==> config.mk <==
export PLATFORM = sky130hd
export DESIGN_NAME = gray_serial_decoder
export DESIGN_NICKNAME = d
export VERILOG_FILES = /design/src/rtl/gray_pkg.sv /design/src/rtl/gray_out_buf.sv /design/src/rtl/gray_serial_decoder.sv
export SDC_FILE = /design/constraint.sdc
export NUM_CORES = 1
export LEC_CHECK = 0
export BUFFER_PORTS_ARGS = -buffer_cell sky130_fd_sc_hd__buf_2
export CAP_MARGIN = 20
export CORE_MARGIN = 2
export CORE_UTILIZATION = 50
export CTS_CLUSTER_DIAMETER = 100
export DETAILED_ROUTE_END_ITERATION = 12
export GPL_TIMING_DRIVEN = 1
export PLACE_DENSITY = 0.83
export SLEW_MARGIN = 15
export SYNTH_ARGS = -nofsm -noshare
export SYNTH_HDL_FRONTEND = slang
export SYNTH_SLANG_ARGS = --single-unit
==> constraint.sdc <==
create_clock -name clk -period 2.1 [get_ports clk]
set_clock_uncertainty 0.15 [all_clocks]
set_input_delay 0.105 -clock clk [delete_from_list [all_inputs] [get_ports clk]]
set_output_delay 0.105 -clock clk [all_outputs]
set_load 0.02 [all_outputs]
==> src/rtl/gray_pkg.sv <==
// Shared types and helpers for the serial Gray-code receiver.
package gray_pkg;

    localparam int GRAY_W_DEFAULT = 4;

    typedef enum logic {
        IDLE,
        SHIFT
    } state_t;

    function automatic logic [15:0] gray2bin(input logic [15:0] g);
        logic [15:0] b;
        b[15] = g[15];
        for (int i = 14; i >= 0; i--) begin
            b[i] = b[i+1] ^ g[i];
        end
        return b;
    endfunction

endpackage

==> src/rtl/gray_out_buf.sv <==
// One-entry valid/ready holding register; flags words dropped while full.
module gray_out_buf
    import gray_pkg::*;
#(
    parameter int W = GRAY_W_DEFAULT
) (
    input  logic         clk,
    input  logic         rst_n,
    input  logic         load,
    input  logic [W-1:0] load_data,
    input  logic         out_ready,
    output logic [W-1:0] bin_out,
    output logic         out_valid,
    output logic         overrun
);

    always_ff @(posedge clk or negedge rst_n) begin
        if (!rst_n) begin
            bin_out   <= '0;
            out_valid <= 1'b0;
            overrun   <= 1'b0;
        end else begin
            overrun <= 1'b0;
            if (load) begin
                // a consume in the same cycle frees the slot for the new word
                if (!out_valid || out_ready) begin
                    bin_out   <= load_data;
                    out_valid <= 1'b1;
                end else begin
                    overrun <= 1'b1;
                end
            end else if (out_valid && out_ready) begin
                out_valid <= 1'b0;
            end
        end
    end

endmodule

==> src/rtl/gray_serial_decoder.sv <==
// Serial MSB-first Gray receiver: decodes to binary on the fly.
module gray_serial_decoder
    import gray_pkg::*;
#(
    parameter int W = GRAY_W_DEFAULT
) (
    input  logic         clk,
    input  logic         rst_n,
    input  logic         start,
    input  logic         sin,
    output logic [W-1:0] bin_out,
    output logic         out_valid,
    input  logic         out_ready,
    output logic         busy,
    output logic         overrun
);

    localparam int CW = $clog2(W);

    state_t        state;
    logic [W-1:0]  acc;
    logic [CW-1:0] cnt;
    logic          prev;
    logic          b;
    logic          done;
    logic [W-1:0]  word;

    assign b    = prev ^ sin;
    assign done = (state == SHIFT) && (cnt == '0);
    // acc[0] is still clear here, so OR-ing in the last bit completes it
    assign word = acc | W'(b);

    always_ff @(posedge clk or negedge rst_n) begin
        if (!rst_n) begin
            state <= IDLE;
            acc   <= '0;
            cnt   <= '0;
            prev  <= 1'b0;
            busy  <= 1'b0;
        end else begin
            unique case (state)
                IDLE: begin
                    if (start) begin
                        acc        <= '0;
                        acc[W-1]   <= sin;
                        prev       <= sin;
                        cnt        <= CW'(W - 2);
                        busy       <= 1'b1;
                        state      <= SHIFT;
                    end
                end
                SHIFT: begin
                    acc[cnt] <= b;
                    prev     <= b;
                    if (cnt == '0) begin
                        busy  <= 1'b0;
                        state <= IDLE;
                    end else begin
                        cnt <= cnt - 1'b1;
                    end
                end
                default: state <= IDLE;
            endcase
        end
    end

    gray_out_buf #(.W(W)) u_buf (
        .clk       (clk),
        .rst_n     (rst_n),
        .load      (done),
        .load_data (word),
        .out_ready (out_ready),
        .bin_out   (bin_out),
        .out_valid (out_valid),
        .overrun   (overrun)
    );

endmodule

==> results.md, run 1 <==
Synthesis:
- The portion of netlist area occupied by mux cells is 9.71%.
- The synthesized netlist contains 23 unique library cells.
- The xor-xnor portion of the synthesized cell area is 3.47%.
- The synthesized netlist devotes 13.5% of its cell area to compound gates.
- After Yosys synthesis, and, or, nand and nor cells account for 10.4% of the synthesized area.
- During synthesis, Yosys emitted a total of 0 warnings.
- After Yosys synthesis, full adders, half adders and majority gates account for 8.67% of the synthesized area.
- By area, the combinational part of the netlist is dominated by compound AO/OA/AOI/OAI gates.
- Counting every net in the synthesized netlist gives 72.
- The synthesized netlist cell count is 62.
- The area of the mapped netlist is 722 µm².
- The count of state elements after synthesis is 15.
- Dividing the synthesized area by the synthesized cell count gives 11.6 µm².
- Sequential cells were found to cover 52.0% of the synthesized design area.

Clocking:
- At the later pin of the worst-skew pair, clock insertion delay measures 0.28 ns.
- Gates resized during post-CTS repair numbered 0.
- TritonCTS built the clock tree.
- In this run the number of H-tree levels came out at 1.
- The clock net in this run drives a total of 15 sinks.
- The buffer levels on the longest clock path is 2.
- After clock tree synthesis, the flow added hold-fix buffers numbering 2.
- The clock root buffer master is clkbuf_4.
- Buffers inserted during clock tree synthesis total 3.
- Post-CTS timing repair inserted 0 buffers for setup.
- Clock-pin slew was measured on the worst setup and hold paths at 0.09 ns.

Global routing:
- Across every metal layer, demand over resource in global routing totals 16.9%.
- The initial antenna violation count is 0.
- The wire length of the first global-routing pass is 2160 µm.
- Entering global routing, the biggest net connects 16 pins.
- The global route total overflow is 0.
- The via count of the first global-routing pass is 517.

Placed design:
- The congestion estimate from routability-driven global placement came to 0.778.
- The worst slack at placement is 0.349 ns.
- The count of port buffers added during placement is 11.
- The placed standard-cell area is 791 µm².
- Detailed placement ended at an HPWL of 889 µm.

Finish:
- In the layout the commonest cells are 15 x dfrtp_1, 11 x buf_2, 6 x o21ai_0.
- The finished cells cover 838 µm².
- The count of nets after finishing is 89.
- The relative area change from synthesis to final layout is 16.1%.
- 0 antenna diodes ended up in the layout.
- The most frequent standard cell in the layout excluding fill and tap cells is dfrtp_1.
- The post-route netlist has 30.8% of its cells at a drive strength greater than 1.

Critical path:
- The worst reg2reg path depth is 5.
- STA classifies the critical path startpoint as a register.
- The critical path is of the reg -> reg type.
- On the critical path, the stage with the largest delay is an instance of dfrtp_1.
- The required time at the endpoint of the critical path is 2.13 ns.
- The critical path's largest stage delay is 0.44 ns.
- The kind of capture point of the worst setup path is a register.
- Data on the critical path arrives at its endpoint at 1.78 ns.
- The critical path goes through inv_1 -> ha_1 -> nand2_2 -> nor2b_4 -> mux2_2.
- In this run the worst path has a maximum fanout of 5.

Route:
- After detailed routing, the number of vias per cell comes to 5.32.
- The routed design has 1240 µm of wire.
- In this run, the number of DRC markers left after iteration 0 of detailed routing was 12.
- The detail-routed net length per standard cell is 13.3 µm.
- The via count is 495.
- After detailed routing, the number of remaining DRC violations is 0.
- In this run the remaining antenna-violating nets after routing total 0.
- The detailed-router iteration count before antenna repair is 4.

Min path:
- The worst hold path belongs to the class in -> reg.
- The number of cells on the worst hold path is 3.

STA:
- Setup violations remaining at the end of the flow were counted as 0.
- Adding up every negative setup slack in the final design gives 0 ns.
- The portion of the clock cycle consumed by the worst path in the final layout is 83.5%.
- The number of failing hold endpoints at the final stage is 0.
- Static timing analysis puts the maximum clock frequency at 570 MHz.
- Subtracting the final worst setup slack from the clock period gives 1.75 ns.
- The relative max-transition margin is 73.8%.
- Setup repair after global routing left no endpoint under its margin.
- For the pin with the worst max-slew slack, the measured transition is 0.394 ns.
- The max-slew violation count is 0.
- The final setup slack of the worst path is 0.346 ns.

Floorplan:
- The die covers 1760 µm².
- The core footprint is 1320 µm².
- The die is 42 µm tall.
- The effective utilization at floorplan is 54.8%.
- During I/O placement, the number of pins put on the boundary was 12.
- In this run the core area contains 13 standard-cell rows.
- The width of the die is 42 µm.

Run:
- The number of max-cap violations is 0.

Power and ir drop:
- The leakage dissipation is 0.430 nW.
- The worst-case vdd ir drop is 968 µV.
- The total power density per cell area is 1550 nW/µm².

Outcome:
- The run finished with clean final reports.
==> where the power goes <==
| group | leakage [nW] | switching (mW) | internal, mW |
|---|---|---|---|
| registers | 0.181 | 0.115 | 0.422 |
| clock network | 0.0177 | 0.0873 | 0.0707 |
| logic | 0.231 | 0.319 | 0.287 |
| total | 0.430 | 0.522 | 0.780 |
==> layout make-up <==
type / count / area [µm²]
well taps: 15 / 18.8
repair buffers: 13 / 75.1
clock inverters: 1 / 5.00
flip-flops and latches: 15 / 375
clock buffers: 3 / 22.5
multi-input cells: 43 / 330
inverters: 3 / 11.3
fillers: 99 / 479
==> logic make-up after synthesis <==
kind of cell / count (synthesis)
buffers and inverters: 4
DFF: 15
muxes: 6
AOI/OAI and AO/OA: 16
xor gates and xnor gates: 2
and+or+nand+nor: 14
adders and majority gates: 5
==> synthesized netlist by cell type (all sizes together) <==
cell type  count  area share, %
a21o           2            2.1
nand3          2            1.4
a22o           1            1.2
nor2           5            2.6
o21ai          6            4.2
nor2b          2            2.8
dfrtp         15             52
nand2          3            1.9
ha             5            8.7
o21bai         1            1.0
a21oi          4            2.8
mux2           5            8.3
mux2i          1            1.4
buf            1           0.69
xnor2          2            3.5
nand2b         2            1.7
o22a           1            1.4
o22ai          1           0.87
inv            3            1.6
==> worst paths after layout <==
path / start / to / slack (ns)
worst max-delay path: cnt[0]$_DFFE_PN0P_ / u_buf.bin_out[2]$_DFFE_PN0P_ / 0.35
worst min-delay path: start / busy$_DFFE_PN0P_ / 0.03
worst max register to register: cnt[0]$_DFFE_PN0P_ / u_buf.bin_out[2]$_DFFE_PN0P_ / 0.35
worst min register to register: acc[0]$_DFFE_PN0P_ / acc[0]$_DFFE_PN0P_ / 0.36
max in group asynchronous: rst_n / acc[2]$_DFFE_PN0P_ / 1.45
min in group asynchronous: rst_n / u_buf.bin_out[3]$_DFFE_PN0P_ / 0.09
==> flip-flops by register name (all words and copies together), names as in the netlist <==
signal	count
acc	4
u_buf.out_valid	1
u_buf.bin_out	4
busy	1
u_buf.overrun	1
state	1
cnt	2
prev	1
==> stage by stage <==
stage	cells	util, %	hold slack, ns	total power [mW]
final	93	63.6	0.0302	1.30
after global routing	93	63.6	0.0361	1.41
after CTS	93	63.6	0.0305	1.31
after detailed placement	87	60.0	-0.131	1.14
after global placement	87	60.0	-0.129	1.10
after floorplan	62	-	-0.341	0.981
==> critical path, delay by kind of cell, from the launching register on <==
| family | cells | cell delay [ns] |
|---|---|---|
| buffers and inverters | 1 | 0.13 |
| muxes | 1 | 0.35 |
| adders and majority gates | 1 | 0.28 |
| DFF | 1 | 0.44 |
| and+or+nand+nor | 2 | 0.31 |
==> layer usage <==
layer	share of wire, %	global-route usage [%]	vias up
met5	0	0	-
met4	3.1	6.45	0
met3	7.3	7.76	4
met2	47	27.8	19
met1	42	18.9	230
li1	-	-	242
Power figures use the tool's default switching activity.
==> inputs of run 2 (changes only) <==
--- a/config.mk
+++ b/config.mk
@@ -8,11 +8,11 @@
 export BUFFER_PORTS_ARGS = -buffer_cell sky130_fd_sc_hd__buf_2
 export CAP_MARGIN = 20
 export CORE_MARGIN = 2
-export CORE_UTILIZATION = 50
+export CORE_UTILIZATION = 47
 export CTS_CLUSTER_DIAMETER = 100
 export DETAILED_ROUTE_END_ITERATION = 12
 export GPL_TIMING_DRIVEN = 1
-export PLACE_DENSITY = 0.83
+export PLACE_DENSITY = 0.82
 export SLEW_MARGIN = 15
 export SYNTH_ARGS = -nofsm -noshare
 export SYNTH_HDL_FRONTEND = slang
==> constraint.sdc (replaced) <==
create_clock -name clk -period 1.55 [get_ports clk]
set_clock_uncertainty 0.15 [all_clocks]
set_input_delay 0.0775 -clock clk [delete_from_list [all_inputs] [get_ports clk]]
set_output_delay 0.0775 -clock clk [all_outputs]
set_load 0.02 [all_outputs]
==> run 2 against run 1 <==
Cell count grew 11%. Non-clock buffer count grew 9. Design area grew 10%. Clock-buffer cell count grew 1. Sequential share of layout area shrank 4.1 points. Sequential power grew 28%. Global-route usage shrank 0.64 points. Setup slack lost 0.34 ns. Routed wire length grew 3.2%. Critical path type is now in -> reg. Largest cell class unchanged. Largest power group unchanged. Highest routed layer unchanged.
==> results.md, run 2 (synthesis gave the netlist of run 1 again) <==
Route:
- The detail-routed net length per standard cell is 12.4 µm (was 13.3 µm).
- The initial DRC count is 7 (was 12).
- The via count is 544 (was 495).
- The residual DRC count came to 0 (unchanged).
- The number of nets with antenna violations after detailed routing is 0 (unchanged).
- The wire length after detailed routing is 1280 µm (was 1240 µm).
- The detailed-router iteration count before antenna repair is 4 (unchanged).
- The post-detailed-route via-to-cell ratio was 5.28 (was 5.32).

Clocking:
- The post-CTS clock slew at the launch and capture registers of the worst setup and hold paths is 0.09 ns (about the same).
- The H-tree level count is 1 (unchanged).
- The buffer levels on the longest clock path was 2 (unchanged).
- The clock tree from TritonCTS is built (unchanged).
- The insertion delay of the later-clocked pin in the worst-skew pair is 0.29 ns (was 0.28 ns).
- The clock root buffer master is clkbuf_4 (unchanged).
- The CTS buffer count is 3 (unchanged).
- The clock sink count was 15 (unchanged).

Finish:
- Top library cells by usage in the layout, fill and taps aside: 15 x dfrtp_1, 11 x buf_2, 7 x buf_4 (was 15 x dfrtp_1, 11 x buf_2, 6 x o21ai_0).
- The share of cells above drive strength 1 is 37.9% (was 30.8%).
- Biggest registers after layout: acc: 4 flops, u_buf.bin_out: 4 flops, cnt: 2 flops (unchanged).
- The most frequent standard cell in the layout excluding fill and tap cells was dfrtp_1 (unchanged).
- The count of nets after finishing is 98 (was 89).
- The relative area change from synthesis to final layout is 27.9% (was 16.1%).
- The number of antenna repair diodes was 0 (unchanged).

Global routing:
- The global route total overflow is 0 (unchanged).
- The wire length of the first global-routing pass is 2150 µm (was 2160 µm).
- The initial antenna violation count is 0 (unchanged).
- The via count of the first global-routing pass is 521 (was 517).
- The overall global routing resource usage is 16.2% (was 16.9%).
- The largest net degree at the start of global routing is 16 (unchanged).

Critical path:
- The signal arrival time at the worst endpoint is 1.57 ns (was 1.78 ns).
- The critical path's largest stage delay is 0.56 ns (was 0.44 ns).
- The cell with the biggest individual delay on the critical path is dlygate4sd3_1 (was dfrtp_1).
- In this design, the critical path's most frequently occurring cell is dlygate4sd3_1.
- The kind of capture point of the worst setup path is a register (unchanged).
- The top fanout value on the critical path is 4 (was 5).
- The worst setup path category is in -> reg (was reg -> reg).
- The buffers plus inverters on the worst setup path is 3 (was 1).
- Worst path cell trace: dlygate4sd3_1 -> buf_2 -> mux2i_1 -> dlygate4sd3_1 -> o21bai_1 (was inv_1 -> ha_1 -> nand2_2 -> nor2b_4 -> mux2_2).
- The family with the most delay on the worst path is buffers and inverters (was flip-flops).
- The required time at the endpoint of the critical path is 1.58 ns (was 2.13 ns).
- The kind of start point of the critical path is an input port (was register).

Floorplan:
- The top-level port count is 12 (unchanged).
- The core footprint is 1470 µm² (was 1320 µm²).
- The effective utilization at floorplan is 49.1% (was 54.8%).
- The width of the die came to 43.2 µm (was 42 µm).
- The die footprint was 1870 µm² (was 1760 µm²).
- The number of placement rows was 14 (was 13).
- The floorplan die height came to 43.2 µm (was 42 µm).

Power and ir drop:
- The switching share of total power is 38.2% (was 40.1%).
- The clock network fraction of total power is 11.8% (was 12.1%).
- The switching component of the power is 726 µW (was 522 µW).
- The internal power is 1.18 mW (was 780 µW).
- The total power density per cell area is 2060 nW/µm² (was 1550 nW/µm²).
- The share of power burned in registers is 36.1% (was 41.3%).
- The worst-case vdd ir drop is 1080 µV (was 968 µV).
- The leakage dissipation came to 0.467 nW (was 0.430 nW).
- The part of the power in combinational logic is 52.2% (was 46.6%).

Placed design:
- The count of port buffers added during placement is 11 (unchanged).
- The worst slack at placement was 0.0283 ns (was 0.349 ns).
- The placer congestion estimate is 0.691 (was 0.778).
- The detailed-placement wirelength estimate is 906 µm (was 889 µm).

STA:
- The clock period minus worst slack is 1.54 ns.
- The setup TNS is 0 ns (unchanged).
- The portion of the clock cycle consumed by the worst path in the final layout is 99.5%.
- The fmax is 648 MHz.
- The transition time at the pin with the least slew margin is 0.330 ns (was 0.394 ns).
- The final setup slack of the worst path was 0.00714 ns (was 0.346 ns).
- The final-layout worst hold slack is 0.0326 ns (was 0.0302 ns).
- The max-slew violation count was 0 (unchanged).
- The relative max-transition margin was 78.0% (was 73.8%).
- The number of failing hold endpoints at the final stage is 0 (unchanged).
- Setup repair after global routing missed its margin: no (unchanged).
- The setup-violating endpoint count in the final report was 0 (unchanged).

Run:
- The number of max-cap violations came to 0 (unchanged).

Outcome:
- Status: completed (unchanged).

Min path:
- The type of the worst min-delay path is in -> reg (unchanged).
run 2: cell types whose count changed in the layout (fill, tap and decap cells not counted):
cell / delta
dlygate4sd3_1: +2
clkinv_2: -1
clkbuf_1: +1
buf_4: +7
ha_4: +1
ha_1: -1
inv_1: -2
inv_2: +2
run 2: repair_timing:
action | 4_1_cts | 5_1_grt
hold buffers | 4 | 0
gates resized for setup | 0 | 2
buffers inserted | 0 | 1
endpoints found under the setup margin | 0 | 4
hold endpoints to repair | 19 | 0
run 2: worst reg2reg max path, cell delays in order, from the launching register on:
cell     delay (ns)
dfrtp_1        0.39
inv_2          0.09
ha_4           0.14
nand2_2        0.07
nor2b_4        0.17
mux2_2         0.35
run 2: final timing paths:
kind	start	endpoint	slack, ns	depth (start not counted)
setup / recovery	start	acc[3]$_DFFE_PN0P_	0.007	5
hold / removal	sin	prev$_DFFE_PN0P_	0.03	4
setup reg to reg	cnt[1]$_DFFE_PN0P_	u_buf.bin_out[2]$_DFFE_PN0P_	0.08	5
hold reg to reg	acc[0]$_DFFE_PN0P_	acc[0]$_DFFE_PN0P_	0.36	2
max in group asynchronous	rst_n	cnt[0]$_DFFE_PN0P_	0.94	2
min in group asynchronous	rst_n	u_buf.bin_out[0]$_DFFE_PN0P_	0.06	2
run 2: area by class of cell:
type,instances,area [µm²]
clock buffers,4,26.3
fillers,118,548
inverters,3,11.3
multi-input cells,43,343
flip-flops and latches,15,375
well taps,16,20.0
repair buffers,22,148
run 2: power by group through the flow:
stage / logic, mW / registers, mW / clock network [mW]
final: 0.993 / 0.687 / 0.224
after global routing: 1.11 / 0.714 / 0.246
after CTS: 0.980 / 0.682 / 0.232
after detailed placement: 0.961 / 0.691 / 0
after global placement: 0.935 / 0.682 / 0
after floorplan: 0.572 / 0.787 / 0
run 2: routing by layer:
metal	track usage (%)	up-vias	share of wire (%)
li1	-	265	-
met1	18.5	255	46
met2	25.7	18	47
met3	4.26	6	4.0
met4	12.1	0	3.2
met5	0	-	0
run 2: per-stage QoR:
| step | area [µm²] | instances | total power, mW | util (%) |
|---|---|---|---|---|
| after floorplan | 734 | 62 | 1.36 | - |
| after global placement | 850 | 94 | 1.62 | 57.7 |
| after detailed placement | 850 | 94 | 1.65 | 57.7 |
| after CTS | 916 | 102 | 1.89 | 62.2 |
| after global routing | 923 | 103 | 2.07 | 62.8 |
| final | 923 | 103 | 1.90 | 62.8 |
